==> config.mk <==
export PLATFORM = sky130hd
export DESIGN_NAME = max_scan_ctrl
export DESIGN_NICKNAME = d
export VERILOG_FILES = /design/src/rtl/max_scan_pkg.sv /design/src/rtl/signed_max_cmp.sv /design/src/rtl/max_scan_ctrl.sv
export SDC_FILE = /design/constraint.sdc
export NUM_CORES = 1
export LEC_CHECK = 0
export CAP_MARGIN = 30
export CORE_MARGIN = 5
export CORE_UTILIZATION = 40
export DETAILED_ROUTE_END_ITERATION = 10
export DONT_BUFFER_PORTS = 1
export MAX_ROUTING_LAYER = met4
export SYNTH_ARGS = -nofsm -noshare
export SYNTH_HDL_FRONTEND = slang
export SYNTH_HIERARCHICAL = 1
export SYNTH_SLANG_ARGS = --single-unit
==> constraint.sdc <==
create_clock -name clk -period 2.5 [get_ports clk]
set_input_delay 0.375 -clock clk [delete_from_list [all_inputs] [get_ports clk]]
set_output_delay 0.375 -clock clk [all_outputs]
set_load 0.005 [all_outputs]
==> src/rtl/max_scan_pkg.sv <==
// rtl/max_scan_pkg.sv - shared types and constants for the max scan controller
// Purpose: controller state encoding, default sample width, signed sample limits.
// Ports: none (package).
package max_scan_pkg;

  typedef enum logic [1:0] {
    ST_IDLE = 2'd0,
    ST_LOAD = 2'd1,
    ST_SCAN = 2'd2,
    ST_HOLD = 2'd3
  } state_t;

  localparam int DATA_W_DFLT = 3;

  // Extremes of a DATA_W_DFLT-bit two's complement sample.
  localparam logic signed [DATA_W_DFLT-1:0] SMIN = 3'b100;
  localparam logic signed [DATA_W_DFLT-1:0] SMAX = 3'b011;

endpackage

==> src/rtl/signed_max_cmp.sv <==
// rtl/signed_max_cmp.sv - combinational two-input signed max comparator
// Purpose: selects the larger of two two's complement values.
// Ports:
//   a, b    in   DATA_W  operands, signed
//   max     out  DATA_W  larger operand (b when equal)
//   a_gt_b  out  1       a strictly greater than b
module signed_max_cmp
  import max_scan_pkg::*;
#(
  parameter int DATA_W = DATA_W_DFLT
) (
  input  logic [DATA_W-1:0] a,
  input  logic [DATA_W-1:0] b,
  output logic [DATA_W-1:0] max,
  output logic              a_gt_b
);

  always_comb begin
    if (a[DATA_W-1] != b[DATA_W-1]) begin
      // Differing signs: whichever operand is non-negative is larger.
      a_gt_b = ~a[DATA_W-1];
    end else begin
      // Same sign: the remaining bits order the values directly.
      a_gt_b = (a[DATA_W-2:0] > b[DATA_W-2:0]);
    end
    max = a_gt_b ? a : b;
  end

endmodule

==> src/rtl/max_scan_ctrl.sv <==
// rtl/max_scan_ctrl.sv - frame maximum / index scanner around one shared comparator
// Purpose: accepts FRAME_LEN signed samples per frame and reports the maximum
//          and the index of its first occurrence.
// Ports:
//   clk, rst            clock (rising), asynchronous active-high reset
//   start               begin a frame (IDLE only)
//   in_valid/in_ready   sample handshake, in_data signed sample
//   res_valid/res_ack   result handshake, res_max / res_idx result
//   busy                frame in progress or result pending
module max_scan_ctrl
  import max_scan_pkg::*;
#(
  parameter int DATA_W    = DATA_W_DFLT,
  parameter int FRAME_LEN = 8,
  parameter int IDX_W     = $clog2(FRAME_LEN)
) (
  input  logic              clk,
  input  logic              rst,
  input  logic              start,
  input  logic              in_valid,
  input  logic [DATA_W-1:0] in_data,
  output logic              in_ready,
  output logic              res_valid,
  input  logic              res_ack,
  output logic [DATA_W-1:0] res_max,
  output logic [IDX_W-1:0]  res_idx,
  output logic              busy
);

  state_t            state;
  state_t            state_next;
  logic [DATA_W-1:0] acc;
  logic [IDX_W-1:0]  acc_idx;
  logic [IDX_W-1:0]  cnt;
  logic [DATA_W-1:0] cmp_max;
  logic              cmp_gt;
  logic              hs;
  logic              last;

  assign hs   = in_valid & in_ready;
  assign last = (cnt == IDX_W'(FRAME_LEN - 1));

  signed_max_cmp #(
    .DATA_W (DATA_W)
  ) u_cmp (
    .a      (in_data),
    .b      (acc),
    .max    (cmp_max),
    .a_gt_b (cmp_gt)
  );

  always_ff @(posedge clk or posedge rst) begin
    if (rst) begin
      state <= ST_IDLE;
    end else begin
      state <= state_next;
    end
  end

  // Handshake outputs are pure decodes of the registered state.
  always_comb begin
    state_next = state;
    in_ready   = 1'b0;
    res_valid  = 1'b0;
    busy       = 1'b1;
    case (state)
      ST_IDLE: begin
        busy = 1'b0;
        if (start) state_next = ST_LOAD;
      end
      ST_LOAD: begin
        in_ready = 1'b1;
        if (in_valid) state_next = ST_SCAN;
      end
      ST_SCAN: begin
        in_ready = 1'b1;
        if (in_valid && last) state_next = ST_HOLD;
      end
      ST_HOLD: begin
        res_valid = 1'b1;
        if (res_ack) state_next = ST_IDLE;
      end
      default: begin
        busy       = 1'b0;
        state_next = ST_IDLE;
      end
    endcase
  end

  always_ff @(posedge clk or posedge rst) begin
    if (rst) begin
      acc     <= '0;
      acc_idx <= '0;
      cnt     <= '0;
      res_max <= '0;
      res_idx <= '0;
    end else if (hs) begin
      if (state == ST_LOAD) begin
        acc     <= in_data;
        acc_idx <= '0;
        cnt     <= IDX_W'(1);
      end else if (last) begin
        // Final sample bypasses acc and lands straight in the result registers.
        res_max <= cmp_max;
        res_idx <= cmp_gt ? cnt : acc_idx;
        cnt     <= '0;
      end else begin
        acc <= cmp_max;
        if (cmp_gt) acc_idx <= cnt;
        cnt <= cnt + IDX_W'(1);
      end
    end
  end

endmodule

Yosys cells after proc, flatten, opt, wreduce, memory -nomap -nowiden

Index checks and enable logic that the tools add are counted.
W data, S select, Z words.

Magnitude comparators: 1
Add/subtract/negate cells: 1
Equality and inequality tests: 10
Bitwise gates (word level): 3
Multiplexer cells: 17
Reduce and logical (&&, ||, !) cells: 6

Operator list:

| cell                  | number |
|---|---|
| $mux W3               | 8 |
| $mux W2               | 4 |
| $ne A2 B2 Y1 const B  | 4 |
| $pmux W2 S4           | 1 |
| $eq A2 B2 Y1 const B  | 2 |
| $mux W1               | 4 |
| $reduce_and A4 Y1     | 1 |
| $add A3 B1 Y3 const B | 1 |
| $eq A3 B3 Y1 const B  | 1 |
| $reduce_and A3 Y1     | 1 |
| $eq A2 B1 Y1 const B  | 1 |
| $gt A2 B2 Y1          | 1 |
| $logic_not A2 Y1      | 1 |
| $ne A2 B1 Y1 const B  | 1 |
| $not A1 Y1            | 2 |
| $reduce_and A2 Y1     | 1 |
| $reduce_or A2 Y1      | 1 |
| $and A1 B1 Y1         | 1 |
| $logic_and A1 B1 Y1   | 1 |
| $ne A1 B1 Y1          | 1 |

Flip-flop bits (word level): 17
Logic and storage cells: 44
Input bits: 8

Longest topological paths before layout

Gate-level depths: netlist (run 1).

Word-level depth: 5
Depth in mapped cells: 9
Gate-level depth less buffers: 8

Modules after synthesis

The synthesis (run 1) kept the hierarchy.

By module, submodules not included:

| module         | sequential area each (sq um) | cells each | area an instance (sq um) | instances |
|---|---|---|---|---|
| max_scan_ctrl  | 425.4                        | 88         | 932.1                    | 1 |
| signed_max_cmp | 0.0                          | 22         | 170.2                    | 1 |

Worst setup path before layout (run 1)

Ideal clock, no wire load.

Kind: register -> register
Start: register acc[1]
End: register acc_idx[0]
Setup time: 0.121 ns
Data arrival time: 1.686 ns
Path buffers: 1
Path slack: 0.693 ns
Period minus slack after synthesis: 1.807 ns
Cell stages (with the launch flop): 10
Path through: dfrtp_1 > inv_1 > ha_1 > nor2b_4 > o211ai_1 > o21ai_0 > clkbuf_1 > nor2b_1 > o21ai_0 > a22o_1

Word-level cells in the longest chain between the ends: 5

Ends and longest elaborated chain:

| element                  | RTL line             | source |
|---|---|---|
| start: declaration       | max_scan_ctrl.sv:32  | `logic [DATA_W-1:0] acc;` |
| start signal: assignment | max_scan_ctrl.sv:99  | `acc <= in_data;` |
| start signal: assignment | max_scan_ctrl.sv:108 | `acc <= cmp_max;` |
| $gt A2 B2 Y1             | signed_max_cmp.sv:24 | `a_gt_b = (a[DATA_W-2:0] > b[DATA_W-2:0]);` |
| $mux W1                  | signed_max_cmp.sv:19 | `if (a[DATA_W-1] != b[DATA_W-1]) begin` |
| via cmp_gt               | max_scan_ctrl.sv:36  | `logic cmp_gt;` |
| $mux W3 (3 in a row)     | n/a                  |  |
| end signal: assignment   | max_scan_ctrl.sv:109 | `if (cmp_gt) acc_idx <= cnt;` |
| end: declaration         | max_scan_ctrl.sv:33  | `logic [IDX_W-1:0] acc_idx;` |

The timed path passes the listed nets, and every way through them passes these cells. The select of a mux whose other input is x is not followed.
A chain may end at the register's enable or synchronous reset.

Final worst setup path (run 1)

Start: register acc[2]
End: register acc_idx[1]

Word-level cells in the longest chain between the ends: 5

Ends and longest elaborated chain:

| element              | RTL line |
|---|---|
| $ne A1 B1 Y1         | signed_max_cmp.sv:19 |
| $mux W1              | signed_max_cmp.sv:19 |
| via cmp_gt           | max_scan_ctrl.sv:36 |
| $mux W3 (3 in a row) | n/a |

The timed path passes the listed nets, and every way through them passes these cells. The select of a mux whose other input is x is not followed.

==> results_dict.tcl, run 1 <==
set metrics [dict create \
    status "completed" \
    yosysTopAreaCell "dfrtp_1" \
    worstSetupEndpointType "register" \
    cts_buffers 3 \
    hpwlAfterDp_um 1690 \
    vias 833 \
    critPathMaxStageDelay_ps 640 \
    fmax_mhz 451 \
    grt_pass1_vias 822 \
    hold_slack_ps 45.9 \
    leakagePower_nw 0.548 \
    nets 130 \
    crit_slowest_cell "o21ai_0" \
    finClkSkew_ps 8.54 \
    fin_ws_ps 283 \
    io_pins 17 \
    cts_sinks 17 \
    critPathRequiredTime_ps 2730 \
    drive_gt1_share_pct 9.01 \
    synth_area_leaders "dfrtp_1 39%, ha_1 11%, o21ai_0 5.4%, a22oi_1 4.8%, nand2_1 4.1%" \
    period_minus_slack_ps 2220 \
    yosysWarnings 6 \
    path_max_fanout 8 \
    ctsHoldBuffers 0 \
    track_usage_pct 11.8 \
    fin_crit_sh_pct 88.7 \
    final_cell_mix "17 x dfrtp_1, 12 x nand2_1, 12 x o21ai_0" \
    synth_top_area_share_pct 38.6 \
    cts_resized 0 \
    die_h_um 62.5 \
    grt_max_degree 18 \
    grt-ovfl-total 0 \
    tightest_slew_ps 792 \
    dp_slack_ps 289 \
    die-area_um2 3910 \
    detail_route.first_pass.iterations 4 \
    antenna_cells 0 \
    syn_nets 128 \
    wire_per_inst_um 15.2 \
    ant_nets 0 \
    antenna_found_initial 0 \
    cp_num_buf_inv 1 \
    synth_cells 110 \
    grt_pass1_wl_um 3720 \
    global_route.usage.met2_pct 18.3 \
    drc 0 \
    path_cells "ha_1 > inv_1 > o21ai_0 > nand2b_1 > nor3_1 > a22o_1" \
    cap_viol_max_count 0 \
    netlist_area_um2 1100 \
    startpoint_type "register" \
    cts_setup_buffers 0 \
    clk_path_buf_depth 2 \
    grt_use_met3_pct 2.52 \
    numPortBuffers 0 \
    vias_per_cell 5.87 \
    maxSlewHeadroom_pct 46.7 \
    tritoncts "done" \
    tns_ps 0 \
    path_class "reg -> reg" \
    slew_violations 0 \
    worstPathArrival_ps 2450 \
    place_area_um2 1130 \
    grt.busiest_layer "met2" \
    core-area_um2 2690 \
    cp_top_family "compound AO/OA/AOI/OAI gates" \
    routed_wl_um 2160 \
    place.gp.congestion 0.794 \
    initial_utilization_pct 41.0 \
    fin_area_um2 1160 \
    clk_pin_slew_ps 110 \
    clock_latency_ps 290 \
    peakVddDrop_uv 632 \
    power_w 0.00131 \
    power_density_nw_per_um2 1140 \
    fill_cells 263 \
    hold_path.class "in -> async" \
    drt_iter0_markers 49 \
    seq_area_frac_synth_pct 38.6 \
    grt.met1_usage_pct 14.7 \
    rsz0062_at_grt "false" \
    ys_seq_elements 17 \
    hold_violations 0 \
    h-tree-depth 1 \
    finalSetupViolCount 0 \
    synth.avg_cell_area_um2 10.0 \
    die_w_um 62.5 \
    clockRootBuffer "clkbuf_4" \
    core.rowCount 19 \
    area_growth_pct 4.88 \
    final_common_cell "dfrtp_1" \
    synth_cell_type_count 32 \
]
==> power by group <==
group	internal (W)	switching (W)	leakage (nW)
Clock	0.0000593	0.0000867	0.0177
Sequential	0.000385	0.0000997	0.221
Combinational	0.000312	0.000370	0.309
==> metrics by stage <==
stage / utilization [%] / instances
final: 43.0 / 142
after global placement: 42.0 / 138
after global routing: 43.0 / 142
after CTS: 43.0 / 142
after detailed placement: 42.0 / 138
after floorplan: - / 110
==> cells in the mapped netlist <==
master and count:
mux2i_1 3, o311a_1 2, and4b_1 1, nand3_1 4
nand4b_1 1, a2111oi_4 1, or4b_1 1, nor3_1 1
nor2_1 2, inv_1 7, ha_1 10, a22oi_1 7
or3_1 1, and3_1 1, nand2b_1 2, nor2b_4 1
o211ai_1 1, o21ai_0 12, nand2_1 12, or4_1 1
and2_1 1, o32a_1 1, clkbuf_1 2, o2111ai_1 2
buf_2 1, mux2_1 1, dfrtp_1 17, nand3b_1 1
a22o_1 2, nand4b_2 1, nor2b_1 7, mux2_2 3
==> area by class of cell <==
cell class              instances  area (µm²)  area share [%]
well taps                      31        38.8            3.35
clock inverters                 1        5.00           0.433
clock buffers                   3        22.5            1.95
flip-flops and latches         17         425            36.8
multi-input cells              83         638            55.2
inverters                       7        26.3            2.27
==> per-layer routing <==
metal	part of all wire [%]	up-vias
met5	0	-
met4	1.2	0
met3	5.1	2
met2	48	17
met1	45	408
li1	-	406
==> cell families after synthesis <==
logic type               after synthesis  synth area share [%]
AND/OR/NAND/NOR                       38                  20.4
AO/OA/AOI/OAI                         28                  19.3
flip-flops                            17                  38.6
buffers and inverters                 10                  3.52
adder cells (fa/ha/maj)               10                  11.4
multiplexers                           7                  6.81
==> flip-flops by register name, indices dropped and copies added, names as in the netlist <==
register  flops
state         2
res_max       3
res_idx       3
acc           3
acc_idx       3
cnt           3
==> worst paths after layout <==
| kind | start | to | slack (ps) | cells after the start |
|---|---|---|---|---|
| worst min-delay path | rst | res_idx[0] | 50 | 1 |
| max in group asynchronous | rst | state[1] | 2030 | 1 |
| worst min register to register | res_idx[0] | res_idx[0] | 520 | 2 |
| worst max register to register | acc[2] | acc_idx[1] | 280 | 6 |
| min in group clk | in_data[0] | acc[0] | 220 | 2 |
| worst max-delay path | acc[2] | acc_idx[1] | 280 | 6 |
Power figures use the tool's default switching activity.
==> inputs of run 2 (changes only) <==
- CAP_MARGIN: 30 -> 25
==> results of run 2 <==
Same layout as run 1: the final DEF is identical, and so are final timing and power.
==> inputs of run 3 (changes only) <==
- CAP_MARGIN: 25 -> 20
- CELL_PAD_IN_SITES_DETAIL_PLACEMENT: not set -> 1
- CELL_PAD_IN_SITES_GLOBAL_PLACEMENT: not set -> 1
- PLACE_DENSITY_LB_ADDON: not set -> 0.1
==> run 3 against run 2 <==
  * Sequential power rose by 1%
  * Combinational power grew 4.0%
  * Critical path depth unchanged
  * Worst hold slack improved by 7.9 ps
  * Wire length increased by 18%
  * Cell count rose by 0.70%
  * Die area did not move
  * Power increased by 2.6%
  * Sequential share of layout area is 0.20 points lower
  * Register-to-register slack lost 20 ps
  * Via count up 2.0%
  * Design area is 0.54% higher
==> results_dict.tcl, run 3 (synthesized netlist as in run 1, its figures left out) <==
set metrics [dict create \
    status "completed" \
    cp.depth 6 \
    multi_input_area_um2 638 \
    nets 131 \
    path_cells "ha_1 > inv_1 > o21ai_0 > nand2b_1 > nor3_1 > a22o_1" \
    finalNonFillerCells 143 \
    critPathMaxStageDelay_ps 620 \
    power.switching_w 0.000586 \
    numPortBuffers 0 \
    place_inst 139 \
    comb_power_share_pct 52.6 \
    die_w_um 62.5 \
    r2r_cells 6 \
    wire_per_inst_um 17.7 \
    core-area_um2 2690 \
    vias 850 \
    rsz0062_at_grt "false" \
    vias_per_cell 5.94 \
    cts_sinks 17 \
    tns_ps 0 \
    met1_length_um 1080 \
    die-area_um2 3910 \
    critPathRequiredTime_ps 2730 \
    period_minus_slack_ps 2240 \
    worstPathArrival_ps 2470 \
    leakagePower_nw 0.550 \
    initial_utilization_pct 41.0 \
    fin_area_um2 1160 \
    peakVddDrop_uv 549 \
    core.rowCount 19 \
    clock_latency_ps 290 \
    startpoint_type "register" \
    utilization_pct 43.3 \
    antenna_found_initial 0 \
    cts_resized 0 \
    clockRootBuffer "clkbuf_4" \
    slew_violations 0 \
    io_pins 17 \
    place_area_um2 1140 \
    met3_length_um 90 \
    die_h_um 62.5 \
    track_usage_pct 14.5 \
    cp_top_family "compound AO/OA/AOI/OAI gates" \
    grt_pass1_wl_um 4440 \
    routed_wl_um 2540 \
    top_layer "met4" \
    grt_pass1_vias 938 \
    register_area_um2 425 \
    seq_power_share_pct 36.3 \
    maxSlewHeadroom_pct 49.1 \
    clk_pin_slew_ps 100 \
    power_w 0.00135 \
    p_clk_share_pct 11.1 \
    finalSetupViolCount 0 \
    tightest_slew_ps 756 \
    cts_buffers 3 \
    area_growth_pct 5.45 \
    hold_violations 0 \
    clk_path_buf_depth 2 \
    path_class "reg -> reg" \
    p_sw_share_pct 43.5 \
    hold_path.class "in -> async" \
    final_common_cell "dfrtp_1" \
    fill_cells 326 \
    h-tree-depth 1 \
    power.internal_w 0.000761 \
    crit_slowest_cell "o21ai_0" \
    finClkSkew_ps 1.15 \
    drc 0 \
    tritoncts "done" \
    drt_iter0_markers 63 \
    cts_setup_buffers 0 \
    fin_crit_sh_pct 89.5 \
    worstSetupEndpointType "register" \
    path_max_fanout 8 \
    met2_length_um 1310 \
    ctsHoldBuffers 0 \
    final_cell_mix "17 x dfrtp_1, 12 x nand2_1, 12 x o21ai_0" \
    detail_route.first_pass.iterations 4 \
    grt-ovfl-total 0 \
    hpwlAfterDp_um 1960 \
    antenna_cells 0 \
    ant_nets 0 \
    power_density_nw_per_um2 1160 \
    fmax_mhz 447 \
    grt_max_degree 18 \
    drive_gt1_share_pct 8.93 \
    place.gp.congestion 0.853 \
    cap_viol_max_count 0 \
    cp_num_buf_inv 1 \
]
-- run 3: cell types whose count changed in the layout (fill, tap and decap cells not counted), sizes merged --
cell,delta
buf,+1
clkinv,-1
clkbuf,+1
-- run 3: per-layer routing --
| metal | up-vias | track usage (%) |
|---|---|---|
| met5 | - | - |
| met1 | 422 | 16.3 |
| met4 | 0 | 7.96 |
| met2 | 12 | 23.7 |
| met3 | 4 | 3.24 |
| li1 | 412 | - |
-- run 3: power groups by stage --
| stage | clock network, W | registers, W | logic [W] |
|---|---|---|---|
| 2_1_floorplan | 0 | 0.000463 | 0.000571 |
| 3_3_place_gp | 0 | 0.000493 | 0.000698 |
| 3_5_place_dp | 0 | 0.000500 | 0.000721 |
| 4_1_cts | 0.000158 | 0.000493 | 0.000726 |
| 5_1_grt | 0.000170 | 0.000508 | 0.000809 |
| 6_report | 0.000149 | 0.000489 | 0.000709 |
-- run 3: layout make-up --
cell class | instances | area share (%)
Sequential cell | 17 | 36.6
Multi-Input combinational cell | 83 | 54.9
Inverter | 7 | 2.26
Timing Repair Buffer | 1 | 0.646
Tap cell | 31 | 3.34
Clock buffer | 4 | 2.26
-- run 3: worst paths after layout --
kind / start / slack, ps / end
worst max-delay path: acc[2] / 260 / acc_idx[1]
worst min-delay path: rst / 50 / res_max[0]
worst max register to register: acc[2] / 260 / acc_idx[1]
worst min register to register: res_idx[2] / 520 / res_idx[2]
max in group asynchronous: rst / 2020 / acc[0]
min in group clk: in_data[0] / 230 / acc[0]
-- run 3: through the flow --
stage	hold WS [ps]	setup WS (ps)
2_1_floorplan	301	693
3_5_place_dp	405	287
3_3_place_gp	396	410
6_report	53.8	263
4_1_cts	74.5	233
5_1_grt	113	54.5
